**src/rtl/seg7_scan_driver.sv**
```systemverilog
// -----------------------------------------------------------------------------
// seg7_scan_driver
//   Time-multiplexed driver for a common-anode multi-digit 7-segment display.
//   One digit is lit per scan slot. Each slot starts with a short all-dark
//   window to stop ghosting. Display data is double-buffered:
//   - load writes the pending set.
//   - The pending set is copied to the active set only at the frame boundary.
//   Because of this, a frame never mixes old and new digits.
//
// Parameters
//   NUM_DIGITS  number of digits scanned (1..8)
//   SCAN_DIV    clock cycles per digit slot (>= BLANK_CYC+2)
//   BLANK_CYC   dark cycles at the start of every slot
//
// Ports
//   clk         system clock, rising edge
//   rst_n       asynchronous active-low reset
//   load        one-cycle strobe capturing value_in / blank_in / dp_in
//   value_in    hex nibbles, digit 0 = bits [3:0] (rightmost)
//   blank_in    1 = digit forced dark
//   dp_in       1 = decimal point lit on that digit
//   digit_n     anode enables, active-low, at most one low
//   seg_n       segments {a,b,c,d,e,f,g} = [6:0], active-low
//   dp_n        decimal point, active-low
//   frame_done  one-cycle pulse after each complete scan
//
// Optional feature
//   LEADING_ZERO_BLANK_EN : when defined, digit k (k >= 1) is also blanked
//   while it and all higher nibbles are zero. A lit decimal point at or
//   above the digit stops this suppression. Digit 0 is never suppressed.
// -----------------------------------------------------------------------------
module seg7_scan_driver #(
    parameter int NUM_DIGITS = 4,
    parameter int SCAN_DIV   = 50000,
    parameter int BLANK_CYC  = 16
) (
    input  logic                    clk,
    input  logic                    rst_n,
    input  logic                    load,
    input  logic [4*NUM_DIGITS-1:0] value_in,
    input  logic [NUM_DIGITS-1:0]   blank_in,
    input  logic [NUM_DIGITS-1:0]   dp_in,
    output logic [NUM_DIGITS-1:0]   digit_n,
    output logic [6:0]              seg_n,
    output logic                    dp_n,
    output logic                    frame_done
);

    localparam int IDX_W   = (NUM_DIGITS > 1) ? $clog2(NUM_DIGITS) : 1;
    localparam int PRESC_W = $clog2(SCAN_DIV);

    localparam logic [IDX_W-1:0]   IDX_LAST   = IDX_W'(NUM_DIGITS - 1);
    localparam logic [PRESC_W-1:0] PRESC_LAST = PRESC_W'(SCAN_DIV - 1);
    localparam logic [PRESC_W-1:0] BLANK_END  = PRESC_W'(BLANK_CYC);

    // Hex nibble to active-low segment pattern {a,b,c,d,e,f,g}
    function automatic logic [6:0] seg_enc(input logic [3:0] nib);
        case (nib)
            4'h0:    seg_enc = 7'h01;
            4'h1:    seg_enc = 7'h4F;
            4'h2:    seg_enc = 7'h12;
            4'h3:    seg_enc = 7'h06;
            4'h4:    seg_enc = 7'h4C;
            4'h5:    seg_enc = 7'h24;
            4'h6:    seg_enc = 7'h20;
            4'h7:    seg_enc = 7'h0F;
            4'h8:    seg_enc = 7'h00;
            4'h9:    seg_enc = 7'h04;
            4'hA:    seg_enc = 7'h08;
            4'hB:    seg_enc = 7'h60;
            4'hC:    seg_enc = 7'h31;
            4'hD:    seg_enc = 7'h42;
            4'hE:    seg_enc = 7'h30;
            4'hF:    seg_enc = 7'h38;
            default: seg_enc = 7'h7F;
        endcase
    endfunction

    logic [PRESC_W-1:0]      presc_q, presc_d;
    logic [IDX_W-1:0]        idx_q, idx_d;
    logic [4*NUM_DIGITS-1:0] pend_val_q, pend_val_d, act_val_q, act_val_d;
    logic [NUM_DIGITS-1:0]   pend_blank_q, pend_blank_d, act_blank_q, act_blank_d;
    logic [NUM_DIGITS-1:0]   pend_dp_q, pend_dp_d, act_dp_q, act_dp_d;
    logic [NUM_DIGITS-1:0]   digit_q, digit_d;
    logic [6:0]              seg_q, seg_d;
    logic                    dp_q, dp_d;
    logic                    frame_q, frame_d;
    logic                    boundary_s;
    logic [3:0]              nib_s;
    logic                    dark_s;
    logic [NUM_DIGITS-1:0]   lz_mask_s;

    assign boundary_s = (presc_q == PRESC_LAST) && (idx_q == IDX_LAST);

    // Slot prescaler and digit index counters
    always_comb begin
        presc_d = presc_q;
        idx_d   = idx_q;
        if (presc_q == PRESC_LAST) begin
            presc_d = {PRESC_W{1'b0}};
            if (idx_q == IDX_LAST) begin
                idx_d = {IDX_W{1'b0}};
            end else begin
                idx_d = idx_q + IDX_W'(1);
            end
        end else begin
            presc_d = presc_q + PRESC_W'(1);
        end
    end

    // Double buffer: a load on the boundary cycle bypasses straight to active
    always_comb begin
        pend_val_d   = pend_val_q;
        pend_blank_d = pend_blank_q;
        pend_dp_d    = pend_dp_q;
        act_val_d    = act_val_q;
        act_blank_d  = act_blank_q;
        act_dp_d     = act_dp_q;
        if (load) begin
            pend_val_d   = value_in;
            pend_blank_d = blank_in;
            pend_dp_d    = dp_in;
        end else begin
            pend_val_d   = pend_val_q;
        end
        if (boundary_s) begin
            act_val_d   = pend_val_d;
            act_blank_d = pend_blank_d;
            act_dp_d    = pend_dp_d;
        end else begin
            act_val_d   = act_val_q;
        end
    end

`ifdef LEADING_ZERO_BLANK_EN
    // Walk down from the top digit; suppression holds while nibbles stay zero
    // and no decimal point has been seen at or above the current digit.
    always_comb begin : lz_calc
        logic run_v;
        run_v     = 1'b1;
        lz_mask_s = {NUM_DIGITS{1'b0}};
        for (int k = NUM_DIGITS - 1; k >= 1; k--) begin
            run_v        = run_v && (act_val_q[4*k +: 4] == 4'h0) && !act_dp_q[k];
            lz_mask_s[k] = run_v;
        end
    end
`else
    assign lz_mask_s = {NUM_DIGITS{1'b0}};
`endif

    // Decode of the current slot into next output values
    always_comb begin
        nib_s   = act_val_q[{idx_q, 2'b00} +: 4];
        dark_s  = (presc_q < BLANK_END) || act_blank_q[idx_q] || lz_mask_s[idx_q];
        frame_d = boundary_s;
        digit_d = {NUM_DIGITS{1'b1}};
        seg_d   = 7'h7F;
        dp_d    = 1'b1;
        if (dark_s) begin
            digit_d = {NUM_DIGITS{1'b1}};
        end else begin
            digit_d = ~(NUM_DIGITS'(1) << idx_q);
            seg_d   = seg_enc(nib_s);
            dp_d    = ~act_dp_q[idx_q];
        end
    end

    // State and registered outputs
    always_ff @(posedge clk or negedge rst_n) begin
        if (!rst_n) begin
            presc_q      <= {PRESC_W{1'b0}};
            idx_q        <= {IDX_W{1'b0}};
            pend_val_q   <= {(4*NUM_DIGITS){1'b0}};
            pend_blank_q <= {NUM_DIGITS{1'b1}};
            pend_dp_q    <= {NUM_DIGITS{1'b0}};
            act_val_q    <= {(4*NUM_DIGITS){1'b0}};
            act_blank_q  <= {NUM_DIGITS{1'b1}};
            act_dp_q     <= {NUM_DIGITS{1'b0}};
            digit_q      <= {NUM_DIGITS{1'b1}};
            seg_q        <= 7'h7F;
            dp_q         <= 1'b1;
            frame_q      <= 1'b0;
        end else begin
            presc_q      <= presc_d;
            idx_q        <= idx_d;
            pend_val_q   <= pend_val_d;
            pend_blank_q <= pend_blank_d;
            pend_dp_q    <= pend_dp_d;
            act_val_q    <= act_val_d;
            act_blank_q  <= act_blank_d;
            act_dp_q     <= act_dp_d;
            digit_q      <= digit_d;
            seg_q        <= seg_d;
            dp_q         <= dp_d;
            frame_q      <= frame_d;
        end
    end

    assign digit_n    = digit_q;
    assign seg_n      = seg_q;
    assign dp_n       = dp_q;
    assign frame_done = frame_q;

endmodule

```
**config.mk**
```make
export PLATFORM = sky130hd
export DESIGN_NAME = seg7_scan_driver
export DESIGN_NICKNAME = d
export VERILOG_FILES = /design/src/rtl/seg7_scan_driver.sv
export SDC_FILE = /design/constraint.sdc
export NUM_CORES = 1
export LEC_CHECK = 0
export ABC_AREA = 1
export CAP_MARGIN = 20
export CORE_UTILIZATION = 56
export DETAILED_ROUTE_END_ITERATION = 10
export PLACE_DENSITY = 0.79
export RECOVER_POWER = 50
export SETUP_SLACK_MARGIN = 0.2
export SYNTH_ARGS = -nofsm -noshare
export SYNTH_HDL_FRONTEND = slang
export SYNTH_SLANG_ARGS = --single-unit
```
**constraint.sdc**
```tcl
create_clock -name clk -period 1.8 [get_ports clk]
set_clock_uncertainty 0.05 [all_clocks]
set_input_delay 0.18 -clock clk [delete_from_list [all_inputs] [get_ports clk]]
set_output_delay 0.18 -clock clk [all_outputs]
set_load 0.02 [all_outputs]
```
==> results of run 1 <==
-- Yosys cell counts, types with 2 or more instances --
cell and instances:
xor2_1 8, nand4_1 4, nand2_1 119, o21ai_0 26
buf_6 5, nor2_4 2, ha_1 11, nor2_1 35
inv_2 5, clkbuf_2 2, nand3_1 32, inv_1 27
o21ai_2 5, nor3_1 4, nand2_2 4, dfrtp_1 59
mux2_2 24, a21oi_1 5, dfstp_2 20
-- worst min path at each step --
stage | from | endpoint | slack, ns
after floorplan | rst_n | act_dp_q[0]$_DFFE_PN0P_ | -0.17
after global placement | rst_n | presc_q[10]$_DFF_PN0_ | 0.08
after detailed placement | rst_n | presc_q[13]$_DFF_PN0_ | 0.09
after CTS | rst_n | presc_q[13]$_DFF_PN0_ | 0.26
after global routing | value_in[9] | pend_val_q[9]$_DFF_PN0_ | 0.41
final | rst_n | presc_q[13]$_DFF_PN0_ | 0.37
-- layer usage --
layer  routed length, µm  global-route usage, %  vias up
met3                 863                   4.45       76
met1                4180                   33.4     1647
li1                    -                      -     1472
met2                5430                   40.3      252
met5                   0                      0        -
met4                 769                   14.8        0
-- cell type report --
class / instances / share of cell area (%)
flip-flops and latches: 79 / 38.7
multi-input cells: 282 / 35.6
repair buffers: 88 / 16.8
clock buffers: 11 / 2.92
inverters: 32 / 2.51
well taps: 77 / 1.86
clock inverters: 5 / 1.52
repair inverters: 1 / 0.145
-- timing repair --
item | CTS | global route
hold endpoints to repair | 19 | 0
cloned | 2 | 2
gates resized for setup | 45 | 77
setup buffers | 19 | 18
pin swaps | 7 | 20
endpoints found under the setup margin | 45 | 42
hold buffers | 1 | 0
-- state kept, by name, indices dropped and copies added (netlist names) --
name / count
frame_done: 1
dp_n: 1
pend_val_q: 16
pend_blank_q: 4
act_blank_q: 4
presc_q: 16
act_dp_q: 4
seg_n: 7
pend_dp_q: 4
act_val_q: 16
idx_q: 2
digit_n: 4
-- through the flow --
| stage | TNS [ns] | std cells |
|---|---|---|
| after floorplan | 0 | 404 |
| after global placement | 0 | 517 |
| after detailed placement | 0 | 517 |
| after CTS | 0 | 555 |
| after global routing | -0.617 | 575 |
| final | -0.117 | 575 |
-- where the power goes --
group	total [W]	switching [W]	internal [W]
sequential	0.00185	0.0000130	0.00183
clock	0.00156	0.000707	0.000857
combinational	0.000193	0.0000958	0.0000968
total	0.00360	0.000815	0.00279
-- cells by family (layout without fill, tap and decap cells) --
group | count (synthesis) | count (layout) | synth area share, %
buffers and inverters | 43 | 137 | 5.78
multiplexers | 24 | 24 | 7.21
AND/OR/NAND/NOR | 203 | 203 | 22.7
AO/OA/AOI/OAI | 36 | 36 | 5.31
adder cells (fa/ha/maj) | 11 | 11 | 3.67
XOR/XNOR | 8 | 8 | 1.87
flip-flops | 79 | 79 | 53.4
==> results by group, run 1 <==
Setup path
  • CP Launch Point: presc_q[1]$_DFF_PN0_
  • Critical path depth: 11
  • Crit path buf inv count: 4
  • Reg2reg end: presc_q[14]$_DFF_PN0_
  • Critical path class: flop to flop
  • CP Capture Type: flop
  • Crit path required time: 2.01 ns
  • CP Data Arrival Time: a little over 2 ns
  • Critical path cell sequence: ha_2 > nand2_2 > nor2_4 > inv_2 > buf_4 > buf_4 > buf_4 > nor2_1 > nand2_1 > nand2_1 > nor2_1
  • CP top delay family: simple AND/OR/NAND/NOR gates
  • Crit-path most repeated cell: buf_4
  • Critical R2R Launch: presc_q[1]$_DFF_PN0_
  • Worst path slowest cell: dfrtp_1
  • CP startpoint kind: flop
  • R2r worst-path depth: 11
  • Register-to-register setup slack: -0.04 ns
  • Crit-path max FO: 3
  • Slowest stage delay, CP: 0.39 ns
  • Worst Setup EP: presc_q[14]$_DFF_PN0_

Floorplan
  • Total core area: 6390 µm²
  • Initial Util: 58.7%
  • Die Area: 7020 µm²
  • Ports: 40
  • Floorplan row count: 29
  • Die Ht: 83.8 µm
  • Chip width: 83.8 µm

Global routing
  • Largest net degree at the start of global routing: 49
  • Grt total ovfl: 0
  • Initial antenna violation count: 0
  • Vias in the first global route: 3,017
  • Total GRT Usage: 25.6%
  • First-pass GRT wire length: roughly 14,000 µm

Detailed routing
  • DR iter-0 viols: 282
  • DR pass1 iterations: 5
  • Drt drc: 0
  • Vias: 3,447
  • Routed WL: 11,200 µm
  • Routed length per instance: 19.6 µm
  • Via/cell ratio: 5.99
  • ANT nets after route: 0

Layout
  • Area Growth Syn to Fin: 38.3%
  • Commonest non-fill, non-tap cell in the layout: nand2_1
  • FF/Latch Area: 2000 µm²
  • Layout cells sized above 1: a little over a third
  • Most frequent cells in the layout: nand2_1 (87), dfrtp_1 (57), buf_4 (32)
  • Core Util, Final: 81.1%
  • # diodes: 0
  • Multi-input logic area: 1840 µm²
  • Fin area: 5180 µm²
  • NumNets Final: 531
  • Filler cell count: approximately 360

Run
  • MaxCap Viol Count: 0

Clock network
  • H-tree depth: 3
  • TritonCTS clock tree: yes
  • Sinks on Clock Net: 79
  • Root Buffer: clkbuf_8
  • Reg clk slew, reported paths: 0.08 ns
  • Number of buffers created by CTS: 9
  • Clock buffer depth: 2
  • Clk_lat worst skew: 0.38 ns

Yosys
  • Post-synth top flop: dfrtp_1
  • Post-synthesis sequential area ratio: 53.4%
  • Yosys warnings: 0
  • Avg Cell Area, Syn: 9.27 µm²
  • Cells after synthesis: 404
  • Mapped Area: 3750 µm²
  • EDFF count, synth: 0
  • Syn nets: 442
  • Largest cells by area after synthesis: dfrtp_1 (39%), dfstp_2 (14%), nand2_1 (12%), mux2_2 (7.2%), nand3_1 (4.3%)
  • Synth area leader: dfrtp_1
  • Distinct cells, synth: 26
  • Synth top area share: about 40%
  • #FFs+latches synth: 79
  • Async set-or-reset flop fraction in the synthesized netlist: 100%

Placement
  • HPWL after detailed placement: 4970 µm
  • GPL Wtd Cong: slightly below 0.9
  • I/O Buffers: 39
  • Place WS: 0.00358 ns
  • Placed cell areas: 4230 µm²

Power and ir drop
  • IR drop worst, VDD: around 0.6 mV
  • P per Cell Area: 696 nW/µm²
  • Overall Power: 0.00360 W
  • Lkg Pwr: 2.22 nW

Timing
  • Fmax achieved: 544 MHz
  • Worst-margin pin slew: 0.817 ns
  • Endpoints failing setup: 4
  • Hold WS: 0.373 ns
  • RSZ-0062 raised after global routing: true
  • Slew HR: 45.5%
  • Worst setup margin: -0.0395 ns
  • Period utilization: 102%
  • Max-slew violations: 0
  • Fin. Hold Viols: 0
  • Clock period minus worst slack: 1.84 ns

Worst hold path
  • Tightest Hold Check Type: input pin to asynchronous set/reset pin

Outcome
  • Outcome: finished, violations left
  • Failing checks: setup timing
(Power assumes the default switching activity.)
==> inputs of run 2 (changes only) <==
--- a/config.mk
+++ b/config.mk
@@ -11,7 +11,7 @@
 export DETAILED_ROUTE_END_ITERATION = 10
 export PLACE_DENSITY = 0.79
 export RECOVER_POWER = 50
-export SETUP_SLACK_MARGIN = 0.2
+export SETUP_SLACK_MARGIN = 0.5
 export SYNTH_ARGS = -nofsm -noshare
 export SYNTH_HDL_FRONTEND = slang
 export SYNTH_SLANG_ARGS = --single-unit
==> run 2 against run 1 <==
The flow now finishes without violations. Flip-flop and latch count did not move. Routed wire length decreased by 5.2%. Cell count fell by 0.52%. Clock-buffer cell count down 2. Total power down 5.3%. Die area did not move. Setup slack better by 0.20 ns. First-iteration DRC count fell by 24%. Non-clock buffer count fell by 4. Critical path depth fell by 6. Design area is 2.0% higher. Largest cell class is now multi-input combinational cells. Highest routed layer unchanged.
==> results by group, run 2 (synthesis gave the netlist of run 1 again) <==
Detailed routing
  • ANT nets after route: 0 (unchanged)
  • Top layer in use: met4
  • Met1 WL: 4110 µm (-1.7%)
  • Drt drc: 0 (unchanged)
  • Routed WL: 10,700 µm (-5.2%)
  • DR iter-0 viols: 213 (-24%)
  • Met2 WL: 5210 µm (-4.1%)
  • Routed length per instance: 18.6 µm (-4.7%)
  • Vias: 3,304 (-4.1%)
  • Met3 wire length: 669 µm (-22%)
  • Via/cell ratio: 5.78 (-3.6%)
  • DR pass1 iterations: 5 (unchanged)

Placement
  • HPWL after detailed placement: 5210 µm (+4.8%)
  • I/O Buffers: 39 (unchanged)
  • GPL Wtd Cong: 0.830 (-5.4%)
  • Place WS: 0.126 ns (+0.122 ns)

Global routing
  • Largest net degree at the start of global routing: 55 (+12%)
  • Grt total ovfl: 0 (unchanged)
  • Vias in the first global route: 3,152 (+4.5%)
  • Initial antenna violation count: 0 (unchanged)
  • Total GRT Usage: 26.9% (+1.3 points)
  • First-pass GRT wire length: 14,600 µm (+4.6%)

Timing
  • Fmax achieved: 611 MHz (+12%)
  • Clock period minus worst slack: 1.64 ns (-0.203 ns)
  • Endpoints failing setup: 0 (-4)
  • RSZ-0062 raised after global routing: true
  • Max-slew violations: 0 (unchanged)
  • Period utilization: 90.9% (-11 points)
  • Slew HR: 55.1% (+9.6 points)
  • Worst setup margin: 0.163 ns (+0.203 ns)
  • Setup Total Neg Slack: 0 ns (+0.117 ns)
  • Fin. Hold Viols: 0 (unchanged)
  • Worst-margin pin slew: 0.673 ns (-0.145 ns)

Layout
  • Largest regs: act_val_q (16), pend_val_q (16), presc_q (16)
  • FF/Latch Area: 2010 µm² (+0.12%)
  • Filler cell count: 316 (-12%)
  • Area Growth Syn to Fin: 41.0%
  • Multi-input logic area: 2050 µm² (+11%)
  • # diodes: 0 (unchanged)
  • Layout cells sized above 1: 46.9% (+11 points)
  • NumNets Final: 528 (-0.56%)
  • Most frequent cells in the layout: nand2_1 (86), dfrtp_1 (55), nand2_2 (28)
  • Commonest non-fill, non-tap cell in the layout: nand2_1

Clock network
  • TritonCTS clock tree: yes
  • Sinks on Clock Net: 79 (unchanged)
  • Reg clk slew, reported paths: 0.09 ns (about the same)
  • H-tree depth: 3 (unchanged)
  • Clk_lat worst skew: 0.36 ns (-0.02 ns)
  • Clock buffer depth: 2 (unchanged)
  • Number of buffers created by CTS: 9 (unchanged)
  • Root Buffer: clkbuf_8

Floorplan
  • Ports: 40 (unchanged)
  • Die Ht: 83.8 µm (unchanged)
  • Total core area: 6390 µm² (unchanged)
  • Floorplan row count: 29 (unchanged)
  • Chip width: 83.8 µm (unchanged)
  • Die Area: 7020 µm² (unchanged)
  • Initial Util: 58.7% (unchanged)

Setup path
  • CP Capture Type: flop
  • CP top delay family: buffers and inverters
  • Crit path buf inv count: 2 (-2)
  • CP startpoint kind: input pin
  • Crit-path max FO: 24 (+21)
  • Worst path slowest cell: dlygate4sd3_1
  • Critical path class: input pin to flop
  • Slowest stage delay, CP: 0.53 ns (+0.14 ns)
  • Critical path cell sequence: dlygate4sd3_1 > clkbuf_2 > mux2_2 > nand2_1 > nand2_1
  • Crit-path most repeated cell: nand2_1
  • CP Data Arrival Time: 1.84 ns (-0.21 ns)
  • Crit path required time: 2.00 ns (about the same)

Power and ir drop
  • P per Cell Area: 646 nW/µm² (-7.2%)
  • Lkg Pwr: 2.18 nW (-2.1%)
  • IR drop worst, VDD: 0.612 mV (+0.48%)

Run
  • MaxCap Viol Count: 0 (unchanged)

Outcome
  • Outcome: finished clean

Worst hold path
  • Tightest Hold Check Type: input pin to asynchronous set/reset pin
[run 2: changes by cell type in the layout (fill, tap and decap cells not counted), moves of 9 or more]
cell and change:
buf_2 +10, dlygate4sd2_1 -11, mux2_1 -9, mux2_2 +9, nand3_1 -13, nand3_2 +9, o21ai_0 -11
[run 2: where the power goes]
part,internal [W],switching [W]
registers,0.00183,0.0000138
logic,0.000101,0.0000876
clock network,0.000657,0.000718
[run 2: path summary, 6_finish.rpt]
| kind | from | to | slack (ns) | cells past startpoint |
|---|---|---|---|---|
| min in group clk | value_in[7] | pend_val_q[7]$_DFF_PN0_ | 0.40 | 2 |
| max in group asynchronous | rst_n | pend_blank_q[2]$_DFF_PN1_ | 0.61 | 3 |
| min | rst_n | act_dp_q[2]$_DFFE_PN0P_ | 0.33 | 2 |
| max | load | act_val_q[6]$_DFFE_PN0P_ | 0.16 | 5 |
| min reg2reg | act_val_q[3]$_DFFE_PN0P_ | act_val_q[3]$_DFFE_PN0P_ | 0.45 | 2 |
| max reg2reg | idx_q[0]$_DFFE_PN0N_ | seg_n[2]$_DFF_PN1_ | 0.17 | 10 |
[run 2: per-stage QoR]
step | power (W) | instance area (µm²) | util (%) | std cells | hold slack (ns)
floorplan | 0.00196 | 3880 | - | 404 | -0.166
global placement | 0.00207 | 4370 | 68.4 | 520 | 0.0623
detailed placement | 0.00207 | 4370 | 68.4 | 520 | 0.0626
CTS | 0.00342 | 4830 | 75.6 | 557 | 0.219
global route | 0.00351 | 5280 | 82.7 | 572 | 0.377
finish | 0.00341 | 5280 | 82.7 | 572 | 0.327
[run 2: final cells by class]
class,instances,share of cell area (%)
clock inverters,7,1.52
inverters,32,3.01
clock buffers,9,2.34
repair inverters,1,0.142
repair buffers,84,14.4
multi-input cells,283,38.7
flip-flops and latches,79,38.0
well taps,77,1.82
[run 2: timing repair]
action | in CTS | in global routing
hold buffers | 1 | 0
setup buffers | 16 | 15
hold endpoints to repair | 25 | 0
pin swaps | 21 | 37
gates cloned | 4 | 0
endpoints found under the setup margin | 65 | 54
resized for setup | 93 | 95
[run 2: metal layers]
metal  vias to the layer above  global-route usage [%]
li1                       1466                       -
met1                      1592                    33.1
met2                       184                    44.9
met3                        62                    5.04
met4                         0                    14.3
met5                         -                       0
[run 2: worst register-to-register path: stages (launching register included)]
cell and delay [ns]:
dfrtp_2 0.46, clkinv_4 0.12, buf_6 0.15, buf_6 0.13, nand2_2 0.08, nand3_2 0.08
nand2_2 0.08, inv_2 0.06, nand2_4 0.11, clkinvlp_4 0.15, nand3_2 0.11
==> inputs of run 3 (changes only) <==
--- a/config.mk
+++ b/config.mk
@@ -7,8 +7,10 @@
 export LEC_CHECK = 0
 export ABC_AREA = 1
 export CAP_MARGIN = 20
+export CORE_MARGIN = 2
 export CORE_UTILIZATION = 56
 export DETAILED_ROUTE_END_ITERATION = 10
+export GPL_ROUTABILITY_DRIVEN = 0
 export PLACE_DENSITY = 0.79
 export RECOVER_POWER = 50
 export SETUP_SLACK_MARGIN = 0.5
==> run 3 against run 2 <==
The flow now finishes with violations (DRC). Clock power increased by 12%. Critical path depth is 4 higher. Combinational power up 3%. Maximum frequency decreased by 7.6%. Routed wire length is 18% higher. Critical endpoint is now seg_n[5]$_DFF_PN1_. Largest cell class unchanged.
==> results by group, run 3 (synthesis gave the netlist of run 1 again) <==
Floorplan
  • Ports: 40 (unchanged)
  • Initial Util: 58.3% (-0.33 points)
  • Chip width: 85.8 µm (+2.4%)
  • Die Area: 7360 µm² (+4.8%)
  • Total core area: 6420 µm² (+0.57%)
  • Die Ht: 85.8 µm (+2.4%)
  • Floorplan row count: 29 (unchanged)

Clock network
  • Sinks on Clock Net: 79 (unchanged)
  • Reg clk slew, reported paths: 0.09 ns (about the same)
  • H-tree depth: 3 (unchanged)
  • Clk_lat worst skew: 0.38 ns (+0.02 ns)
  • TritonCTS clock tree: yes
  • Root Buffer: clkbuf_8
  • Clock buffer depth: 2 (unchanged)
  • Number of buffers created by CTS: 9 (unchanged)

Setup path
  • CP Data Arrival Time: 2.04 ns (+0.20 ns)
  • Crit-path max FO: 8 (-67%)
  • Critical R2R Launch: idx_q[0]$_DFFE_PN0N_
  • CP Capture Type: flop
  • Worst path slowest cell: dfrtp_1
  • Crit path buf inv count: 1 (-1)
  • CP top delay family: simple AND/OR/NAND/NOR gates
  • CP startpoint kind: flop
  • CP Launch Point: idx_q[0]$_DFFE_PN0N_
  • Critical path cell sequence: buf_6 > nand2_2 > nand3_2 > nand2_4 > ha_4 > nand3_4 > nor2_4 > nor2_2 > nand2_1
  • Critical path class: flop to flop
  • Crit path required time: 2.07 ns (+0.07 ns)
  • Slowest stage delay, CP: 0.46 ns (-0.07 ns)

Power and ir drop
  • Overall Power: 0.00359 W (+5.2%)
  • IR drop worst, VDD: 0.787 mV (+29%)
  • P per Cell Area: 645 nW/µm² (-0.20%)
  • Lkg Pwr: 2.32 nW (+6.6%)

Timing
  • Clock period minus worst slack: 1.77 ns (+0.134 ns)
  • Fmax achieved: 565 MHz (-7.6%)
  • Worst-margin pin slew: 0.781 ns (+0.108 ns)
  • Slew HR: 47.9% (-7.2 points)
  • Period utilization: 98.4% (+7.5 points)
  • Setup Total Neg Slack: 0 ns (unchanged)
  • Endpoints failing setup: 0 (unchanged)
  • Fin. Hold Viols: 0 (unchanged)
  • Max-slew violations: 0 (unchanged)
  • RSZ-0062 raised after global routing: true

Layout
  • Layout cells sized above 1: 51.4% (+4.5 points)
  • Filler cell count: 261 (-17%)
  • # diodes: 0 (unchanged)
  • FF/Latch Area: 2000 µm² (-0.12%)
  • Most frequent cells in the layout: nand2_1 (79), dfrtp_1 (57), buf_4 (37)
  • Multi-input logic area: 2160 µm² (+5.4%)
  • Commonest non-fill, non-tap cell in the layout: nand2_1
  • Area Growth Syn to Fin: 48.7%
  • Largest regs: act_val_q (16), pend_val_q (16), presc_q (16)
  • Core Util, Final: 86.7% (+4.0 points)
  • NumNets Final: 541 (+2.5%)
  • Post-Layout Cell Count: 585 (+2.3%)

Placement
  • HPWL after detailed placement: 5160 µm (-0.98%)
  • Placed cell count: 521 (+0.19%)
  • I/O Buffers: 39 (unchanged)

Detailed routing
  • ANT nets after route: 0 (unchanged)
  • Routed length per instance: 21.5 µm (+15%)
  • Met2 WL: 6020 µm (+15%)
  • Routed WL: 12,600 µm (+18%)
  • Met1 WL: 4740 µm (+16%)
  • DR iter-0 viols: 391 (+84%)
  • Met3 wire length: 995 µm (+49%)
  • Top layer in use: met4
  • Vias: 3,585 (+8.5%)
  • DR pass1 iterations: 9 (+4)
  • Drt drc: 5 (+5)
  • Via/cell ratio: 6.13 (+6.1%)

Global routing
  • Initial antenna violation count: 0 (unchanged)
  • Largest net degree at the start of global routing: 59 (+7.3%)
  • Vias in the first global route: 3,497 (+11%)
  • First-pass GRT wire length: 16,400 µm (+12%)
  • Grt total ovfl: 0 (unchanged)
  • Total GRT Usage: 29.1% (+2.2 points)

Worst hold path
  • Tightest Hold Check Type: input pin to asynchronous set/reset pin

Outcome
  • Outcome: finished, violations left
  • Failing checks: DRC

Run
  • MaxCap Viol Count: 0 (unchanged)
run 3: changes by cell type in the layout (fill, tap and decap cells not counted), sizes merged:
cell and change:
inv -2, bufinv +1, clkinvlp -1, clkbuf +3, buf +15, nand2 -1
clkinv -2
run 3: area by class of cell:
cell class                      instances  share of cell area (%)
Timing Repair inverter                  1                   0.135
Sequential cell                        79                    36.0
Tap cell                               77                    1.73
Multi-Input combinational cell        282                    38.7
Clock buffer                           13                    2.85
Timing Repair Buffer                   98                    16.6
Inverter                               32                    2.76
Clock inverter                          3                    1.17
run 3: through the flow:
step,hold slack [ns],cell area (µm²),worst slack (ns)
after floorplan,-0.166,3880,0.261
after global placement,0.0314,4370,0.208
after detailed placement,0.0389,4370,0.144
after CTS,0.217,5080,0.243
after global routing,0.224,5570,0.00805
final,0.185,5570,0.0289
run 3: timing repair:
action / 4_1_cts / 5_1_grt
endpoints found under the setup margin: 65 / 54
cloned: 4 / 0
pin swaps: 36 / 31
setup buffers: 28 / 15
endpoints found under the hold margin: 21 / 0
resized for setup: 112 / 101
hold buffers: 1 / 0
run 3: layer usage:
metal	global-route usage (%)	up-vias
met4	16.2	0
met2	47.3	247
li1	-	1504
met5	0	-
met1	35.2	1744
met3	7.80	90
run 3: path summary, 6_finish.rpt:
path                                       endpoint  slack, ns  depth (start not counted)
setup / recovery                 seg_n[5]$_DFF_PN1_       0.03                          9
hold / removal               pend_dp_q[0]$_DFF_PN0_       0.19                          2
setup reg to reg                 seg_n[5]$_DFF_PN1_       0.03                          9
hold reg to reg            pend_val_q[10]$_DFF_PN0_       0.45                          1
max in group asynchronous     presc_q[11]$_DFF_PN0_       0.35                          3
min in group clk            pend_val_q[7]$_DFF_PN0_       0.40                          2
run 3: where the power goes:
group | switching (W) | internal (W) | leakage [nW] | total (W)
clock network | 0.000688 | 0.000857 | 0.114 | 0.00155
registers | 0.0000148 | 0.00184 | 0.867 | 0.00185
logic | 0.0000956 | 0.0000990 | 1.34 | 0.000195
total | 0.000798 | 0.00279 | 2.32 | 0.00359
